`config.mk`:
```
export PLATFORM = sky130hd
export DESIGN_NAME = merge_flat
export DESIGN_NICKNAME = d
export VERILOG_FILES = /design/src/rtl/merge_if.sv /design/src/rtl/merge.sv /design/src/flat_wrapper.sv
export SDC_FILE = /design/constraint.sdc
export NUM_CORES = 1
export LEC_CHECK = 0
export ABC_AREA = 1
export CAP_MARGIN = 20
export CORE_AREA = 2 2 121 123
export DETAILED_ROUTE_END_ITERATION = 6
export DIE_AREA = 0 0 123 125
export PLACE_DENSITY = 0.59
export SYNTH_ARGS = -nofsm -noshare
export SYNTH_HDL_FRONTEND = slang
export SYNTH_SLANG_ARGS = --single-unit
```
`constraint.sdc`:
```
create_clock -name clk -period 1.85 [get_ports clk]
set_clock_uncertainty 0.05 [all_clocks]
set_input_delay 0.37 -clock clk [delete_from_list [all_inputs] [get_ports clk]]
set_output_delay 0.37 -clock clk [all_outputs]
set_load 0.005 [all_outputs]
```
`src/rtl/merge_if.sv`:
```
// Bundled request/response buses around the N-to-1 merger: N master-side
// request/response slices plus the single slave-side pair.
interface merge_if #(
  parameter int DATA_W    = 32,
  parameter int ADDR_W    = 32,
  parameter int N_MASTERS = 2
);
  localparam int REQ_W  = 1 + ADDR_W + DATA_W + DATA_W / 8;
  localparam int RESP_W = DATA_W + 1;

  // Request word {valid, addr, wdata, wstrb}, response word {rdata, ready}.
  // A requester holds valid and its payload stable until it sees ready=1;
  // the transfer completes in the cycle where valid and ready are both high.
  logic [N_MASTERS*REQ_W-1:0]  m_req;
  logic [N_MASTERS*RESP_W-1:0] m_resp;
  logic [REQ_W-1:0]            s_req;
  logic [RESP_W-1:0]           s_resp;

  // slave: the view of the merger itself, which serves the masters.
  modport slave  (input m_req, output m_resp, output s_req, input s_resp);
  modport master (output m_req, input m_resp, input s_req, output s_resp);
endinterface

```
`src/rtl/merge.sv`:
```
// Round-robin N-to-1 bus merger: one outstanding transaction at a time,
// grant held until the slave returns ready, priority rotates on completion.
module merge #(
  parameter int  DATA_W    = 32,
  parameter int  ADDR_W    = 32,
  parameter int  N_MASTERS = 2,
  localparam int SEL_W     = $clog2(N_MASTERS)
) (
  input  logic             clk,
  input  logic             rst_n,
  merge_if.slave           bus,
  output logic             dbg_state,
  output logic [SEL_W-1:0] dbg_sel,
  output logic [SEL_W-1:0] dbg_rr_ptr
);
  localparam int REQ_W  = 1 + ADDR_W + DATA_W + DATA_W / 8;
  localparam int RESP_W = DATA_W + 1;

  typedef enum logic {IDLE = 1'b0, BUSY = 1'b1} state_t;

  state_t             state, state_nxt;
  logic [SEL_W-1:0]   sel, sel_nxt;
  logic [SEL_W-1:0]   rr_ptr, rr_ptr_nxt;
  logic [N_MASTERS-1:0] req_valid;
  logic               sel_valid;
  logic               slave_ready;
  logic               found;
  logic [SEL_W-1:0]   pick;
  int                 idx;

  always_comb begin
    req_valid = '0;
    for (int i = 0; i < N_MASTERS; i++) begin
      req_valid[i] = bus.m_req[i*REQ_W + REQ_W - 1];
    end
  end

  assign slave_ready = bus.s_resp[0];

  always_comb begin
    sel_valid = 1'b0;
    for (int i = 0; i < N_MASTERS; i++) begin
      if (sel == SEL_W'(i)) sel_valid = req_valid[i];
    end
  end

  // Scan rr_ptr, rr_ptr+1, ... modulo N_MASTERS; the first requester wins.
  always_comb begin
    found = 1'b0;
    pick  = '0;
    idx   = 0;
    for (int k = 0; k < N_MASTERS; k++) begin
      idx = int'(rr_ptr) + k;
      if (idx >= N_MASTERS) idx = idx - N_MASTERS;
      for (int i = 0; i < N_MASTERS; i++) begin
        if (!found && (idx == i) && req_valid[i]) begin
          found = 1'b1;
          pick  = SEL_W'(i);
        end
      end
    end
  end

  always_ff @(posedge clk) begin
    if (!rst_n) begin
      state  <= IDLE;
      sel    <= '0;
      rr_ptr <= '0;
    end else begin
      state  <= state_nxt;
      sel    <= sel_nxt;
      rr_ptr <= rr_ptr_nxt;
    end
  end

  always_comb begin
    state_nxt  = state;
    sel_nxt    = sel;
    rr_ptr_nxt = rr_ptr;
    case (state)
      IDLE: begin
        if (found) begin
          state_nxt = BUSY;
          sel_nxt   = pick;
        end
      end
      BUSY: begin
        // Completion takes precedence over an abort in the same cycle.
        if (slave_ready) begin
          state_nxt  = IDLE;
          rr_ptr_nxt = (sel == SEL_W'(N_MASTERS - 1)) ? '0 : sel + 1'b1;
        end else if (!sel_valid) begin
          state_nxt = IDLE;
        end
      end
    endcase
  end

  always_comb begin
    bus.s_req  = '0;
    bus.m_resp = '0;
    if (state == BUSY) begin
      for (int i = 0; i < N_MASTERS; i++) begin
        if (sel == SEL_W'(i)) begin
          bus.s_req                        = bus.m_req[i*REQ_W +: REQ_W];
          bus.m_resp[i*RESP_W +: RESP_W]   = bus.s_resp;
        end
      end
    end
  end

  assign dbg_state  = (state == BUSY);
  assign dbg_sel    = sel;
  assign dbg_rr_ptr = rr_ptr;

endmodule

```
`src/flat_wrapper.sv`:
```
// flat-port wrapper written by rule: the top's interface ports become plain ports
module merge_flat 
#(
  parameter int  DATA_W    = 32,
  parameter int  ADDR_W    = 32,
  parameter int  N_MASTERS = 2,
  localparam int SEL_W     = $clog2(N_MASTERS)
)
  (clk, rst_n, dbg_state, dbg_sel, dbg_rr_ptr, bus_m_req, bus_m_resp, bus_s_req, bus_s_resp);
  merge_if #(.DATA_W(DATA_W), .ADDR_W(ADDR_W), .N_MASTERS(N_MASTERS)) bus_i ();
  input  logic clk;
  input  logic rst_n;
  output logic dbg_state;
  output logic [SEL_W-1:0] dbg_sel;
  output logic [SEL_W-1:0] dbg_rr_ptr;
  input wire logic [$bits(bus_i.m_req)-1:0] bus_m_req;
  output wire logic [$bits(bus_i.m_resp)-1:0] bus_m_resp;
  output wire logic [$bits(bus_i.s_req)-1:0] bus_s_req;
  input wire logic [$bits(bus_i.s_resp)-1:0] bus_s_resp;
  assign bus_i.m_req = bus_m_req;
  assign bus_m_resp = bus_i.m_resp;
  assign bus_s_req = bus_i.s_req;
  assign bus_i.s_resp = bus_s_resp;
  merge #(.DATA_W(DATA_W), .ADDR_W(ADDR_W), .N_MASTERS(N_MASTERS)) u_core (.clk(clk), .rst_n(rst_n), .bus(bus_i), .dbg_state(dbg_state), .dbg_sel(dbg_sel), .dbg_rr_ptr(dbg_rr_ptr));
endmodule
```
* Yosys cells after proc, flatten, opt, wreduce, memory -nomap -nowiden
Index checks and enable logic that the tools add are counted.
Widths: inputs -> output; s select.
** Word-level totals
- Logic and storage cells :: 46
- Bits of input ports :: 173
- Register bits :: 3
** Cells by class
- Reduce and logical (&&, ||, !) cells :: 14
- Eq/ne operators :: 2
- Add/sub/neg operators :: 4
- Magnitude comparators :: 2
- Bitwise logic cells :: 1
- Mux-type cells :: 20
** Operator list (number)
- $mux 69 :: 2
- $mux 33 :: 2
- $mux 66 :: 1
- $eq 32x2->1 const B :: 2
- $logic_not 32->1 :: 2
- $mux 32 :: 2
- $ge 32x3->1 const B :: 1
- $sub 32x3->32 const B :: 1
- $mux 1 :: 12
- $logic_and 1x1->1 :: 7
- $reduce_and 2->1 :: 2
- $logic_not 1->1 :: 3
- $sub 1x2->3 const B :: 1
- $add 1x1->2 const B :: 1
- $ge 1x2->1 const B :: 1
- $pmux 1 s2 :: 1
- $add 1x1->1 const B :: 1
- $not 1->1 :: 1

* Logic depth before layout (Yosys ltp)
- Depth in word-level cells :: 19
- Gate-level depth with buffers :: 7
- Gate-level depth less buffers :: 5

* Least setup slack after synthesis
OpenSTA, ideal clock, no wires.
- Path kind :: reg-to-output
- From :: reg u_core.sel, in the netlist u_core.dbg_sel
- To :: out bus_s_req[2]
- Setup slack :: 0.511 ns
- Cell stages (with the launch flop) :: 7
- Data required time :: 1.430 ns
- Arrival time :: 0.919 ns
- Cells stage by stage :: dfxtp_1 > buf_6 > inv_4 > buf_6 > buf_6 > nand2_1 > a21oi_1
** Between the ends
- Cells in the longest elaborated chain, start to end :: 2
** Ends and longest elaborated chain
- start, declared :: line merge.sv:22 : logic [SEL_W-1:0] sel, sel_nxt;
- start signal, assigned :: line merge.sv:71 : sel <= sel_nxt;
- $mux 69 :: line merge.sv:104 : if (sel == SEL_W'(i)) begin
- $mux 69 :: line merge.sv:102 : if (state == BUSY) begin
- end, declared :: line flat_wrapper.sv:18 : output wire logic [$bits(bus_i.s_req)-1:0] bus_s_req;
Every way passes these cells.

* Worst setup path after layout
- From :: reg u_core.sel, in the netlist u_core.dbg_sel
- To :: out bus_m_resp[57]
** Between the ends
- Cells in the longest elaborated chain, start to end :: 2
** Ends and longest elaborated chain
- $mux 33 :: line merge.sv:104
- $mux 66 :: line merge.sv:102
- end, declared :: line flat_wrapper.sv:17 : output wire logic [$bits(bus_i.m_resp)-1:0] bus_m_resp;
Every way passes these cells.

==> flow_metrics.py <==
metrics = {
    "status": {
        "status": "complete, but fails checks",
        "violations": "setup timing",
    },
    "critical_path": {
        "critPathRequiredTime_ps": 1430,
        "cp-start-kind": "flip-flop",
        "critPathTopFamily": "buffers and inverters",
        "crit_buf_inv": 2,
        "cp_max_fo": 33,
        "max_stage_delay_ps": 510,
        "slowest_stage": "clkdlybuf4s50_1",
        "path_class": "flip-flop to primary output",
        "path_cells": "nand2_2 > buf_12 > nor2_2 > clkdlybuf4s50_1",
        "cp_data_arrival_time_ps": 1500,
        "reg2reg_slack_ps": 380,
        "cp-end-kind": "primary output",
    },
    "timing": {
        "finalSetupTns_ps": -292,
        "worstMarginPinSlew_ps": 200,
        "hold_violations": 0,
        "finalMaxSlewViolations": 0,
        "post-route-period-util_pct": 104,
        "setup_slack_ps": -72.5,
        "slew_headroom_pct": 86.5,
        "whs_ps": 484,
        "min_period_ps": 1920,
        "setup-violations-final": 12,
        "rsz0062_at_grt": "true",
        "fmaxAchievable_mhz": 520,
    },
    "yosys": {
        "yosysTopAreaCell": "nand2_1",
        "synth_cell_types": 14,
        "synth_area_leaders": "nand2_1 (35%), a21oi_1 (24%), nor2_1 (16%), inv_1 (8.6%), buf_2 (5.9%)",
        "yosys.area.top_type_share_pct": 35.3,
        "synth_warnings": 0,
        "netlist_instances": 353,
        "synth_area_per_cell_um2": 4.31,
        "synth.most_common_cell": "nand2_1",
        "ys_seq_elements": 3,
        "async_flop_share_pct": 0,
        "synth_common_cells": "nand2_1 (143), a21oi_1 (72), nor2_1 (66)",
        "synthFlopType": "dfxtp_1",
        "seq_area_frac_synth_pct": 3.95,
        "syn_nets": 526,
        "synth_edf_count": 0,
        "synthesis.area_mm2": 0.00152,
    },
    "die": {
        "die_w_um": 123,
        "die_area_mm2": 0.0154,
        "ios": 311,
        "row_count": 44,
        "start_util_pct": 10.7,
        "die_y_um": 125,
        "core_mm2": 0.0142,
    },
    "pwr": {
        "ir_worst_vdd_mv": 0.201,
        "p_per_area_mw_per_mm2": 293,
        "p_leak_nw": 3.21,
    },
    "detailed_routing": {
        "ant_nets": 0,
        "dr.first_iter.drc_count": 76,
        "wire_per_inst_um": 13.1,
        "vias": 3356,
        "drt_first_pass_iters": 4,
        "post-route-drc-count": 0,
        "vias_per_cell": 3.87,
        "drt_wl_total_um": 11300,
    },
    "clocking": {
        "clkLatencyLatePin_ps": 220,
        "cts_buffer_depth": 2,
        "hold_buffers": 0,
        "cts_root_buffer": "clkbuf_16",
        "path_clk_slew_ps": 30,
        "htreeDepth": 1,
        "tritoncts_num_sinks": 3,
        "cts_tree": "done",
        "cts_buffers": 3,
    },
    "final_layout": {
        "synthToLayoutAreaGrowth_pct": 244,
        "nFillCells": 1595,
        "area.sequential_um2": 65.1,
        "final_core_util_pct": 36.8,
        "final_cells": 867,
        "stdcell_area_mm2": 0.00523,
        "num-nets-final": 857,
        "antenna_cells": 0,
        "drive_above_1_share_pct": 16.5,
        "multi_input_area_mm2": 0.00122,
    },
    "worst_hold_path": {
        "hold_path.class": "flip-flop to flip-flop",
    },
    "global_routing": {
        "grt_pass1_vias": 3126,
        "grt_pass1_wl_um": 16100,
        "overflow": 0,
        "grt_usage_pct": 13.0,
        "grt_max_degree": 34,
        "antenna_found_initial": 0,
    },
    "placement": {
        "gp_congestion": 0.777,
        "dpl.hpwl_um": 8590,
        "post_dp_cell_area_mm2": 0.00504,
        "portBuffers": 310,
        "placed_cells": 848,
    },
    "job": {
        "cap_violations": 0,
    },
}
[flip-flops by register name, indices dropped and copies added, names as in the netlist]
register / count
u_core.dbg_rr_ptr: 1
u_core.dbg_sel: 1
u_core.dbg_state: 1
[worst paths after layout]
path / from / to / depth (start not counted)
max: u_core.dbg_sel / bus_m_resp[57] / 4
min: u_core.dbg_rr_ptr / u_core.dbg_rr_ptr / 2
max reg2reg: u_core.dbg_sel / u_core.dbg_state / 9
min reg2reg: u_core.dbg_rr_ptr / u_core.dbg_rr_ptr / 2
[worst register-to-register path: stages, from the launching register on]
cell     delay (ps)
dfxtp_4         400
buf_4           140
buf_12          120
buf_4           110
buf_6           110
nand2_1          70
buf_4           130
nand2_1          50
nand3_1          70
a21oi_1         130
[logic make-up after synthesis]
group                  synth area share, %
flip-flops                            3.95
AND/OR/NAND/NOR                       52.6
AO/OA/AOI/OAI                         24.0
buffers and inverters                 19.4
[repair_timing]
action                     in CTS  in global routing
gates resized for setup       191                 92
gates cloned                    3                  2
setup endpoints to repair     136                 71
pin swaps                       3                  0
setup buffers                   5                  5
[metal layers]
metal	share of wire [%]	vias to the layer above	global-route usage, %
li1	-	1742	-
met1	40	1453	15.4
met2	51	151	24.0
met3	8.8	10	2.83
met4	0.81	0	2.14
met5	0	-	0
[per-stage QoR]
stage	power, mW	worst slack [ps]
floorplan	0.389	511
global placement	1.22	-224
detailed placement	1.22	-213
CTS	1.53	-198
global route	1.65	-134
finish	1.53	-72.5
[area by class of cell]
class | instances | share of cell area, %
timing repair buffer | 354 | 66.7
multi-input combinational | 285 | 23.4
tap | 184 | 4.40
inverter | 37 | 2.80
clock buffer | 4 | 1.51
sequential | 3 | 1.24
[cell usage in the layout (no fill, tap or decap), drive strengths merged]
cell,n
inv,37
a21oi,72
buf,67
dfxtp,3
nand3,2
clkbuf,28
dlymetal6s2s,37
nor3,1
clkdlybuf4s15,1
o21ai,1
nand2,143
nor2,66
clkdlybuf4s50,176
dlygate4sd2,49
[where the power goes]
| group | internal (mW) | switching [mW] |
|---|---|---|
| clock | 0.284 | 0.0591 |
| combinational | 0.692 | 0.418 |
| sequential | 0.0703 | 0.00943 |
| total | 1.05 | 0.487 |
No activity file was read; power rests on OpenSTA's default activity.
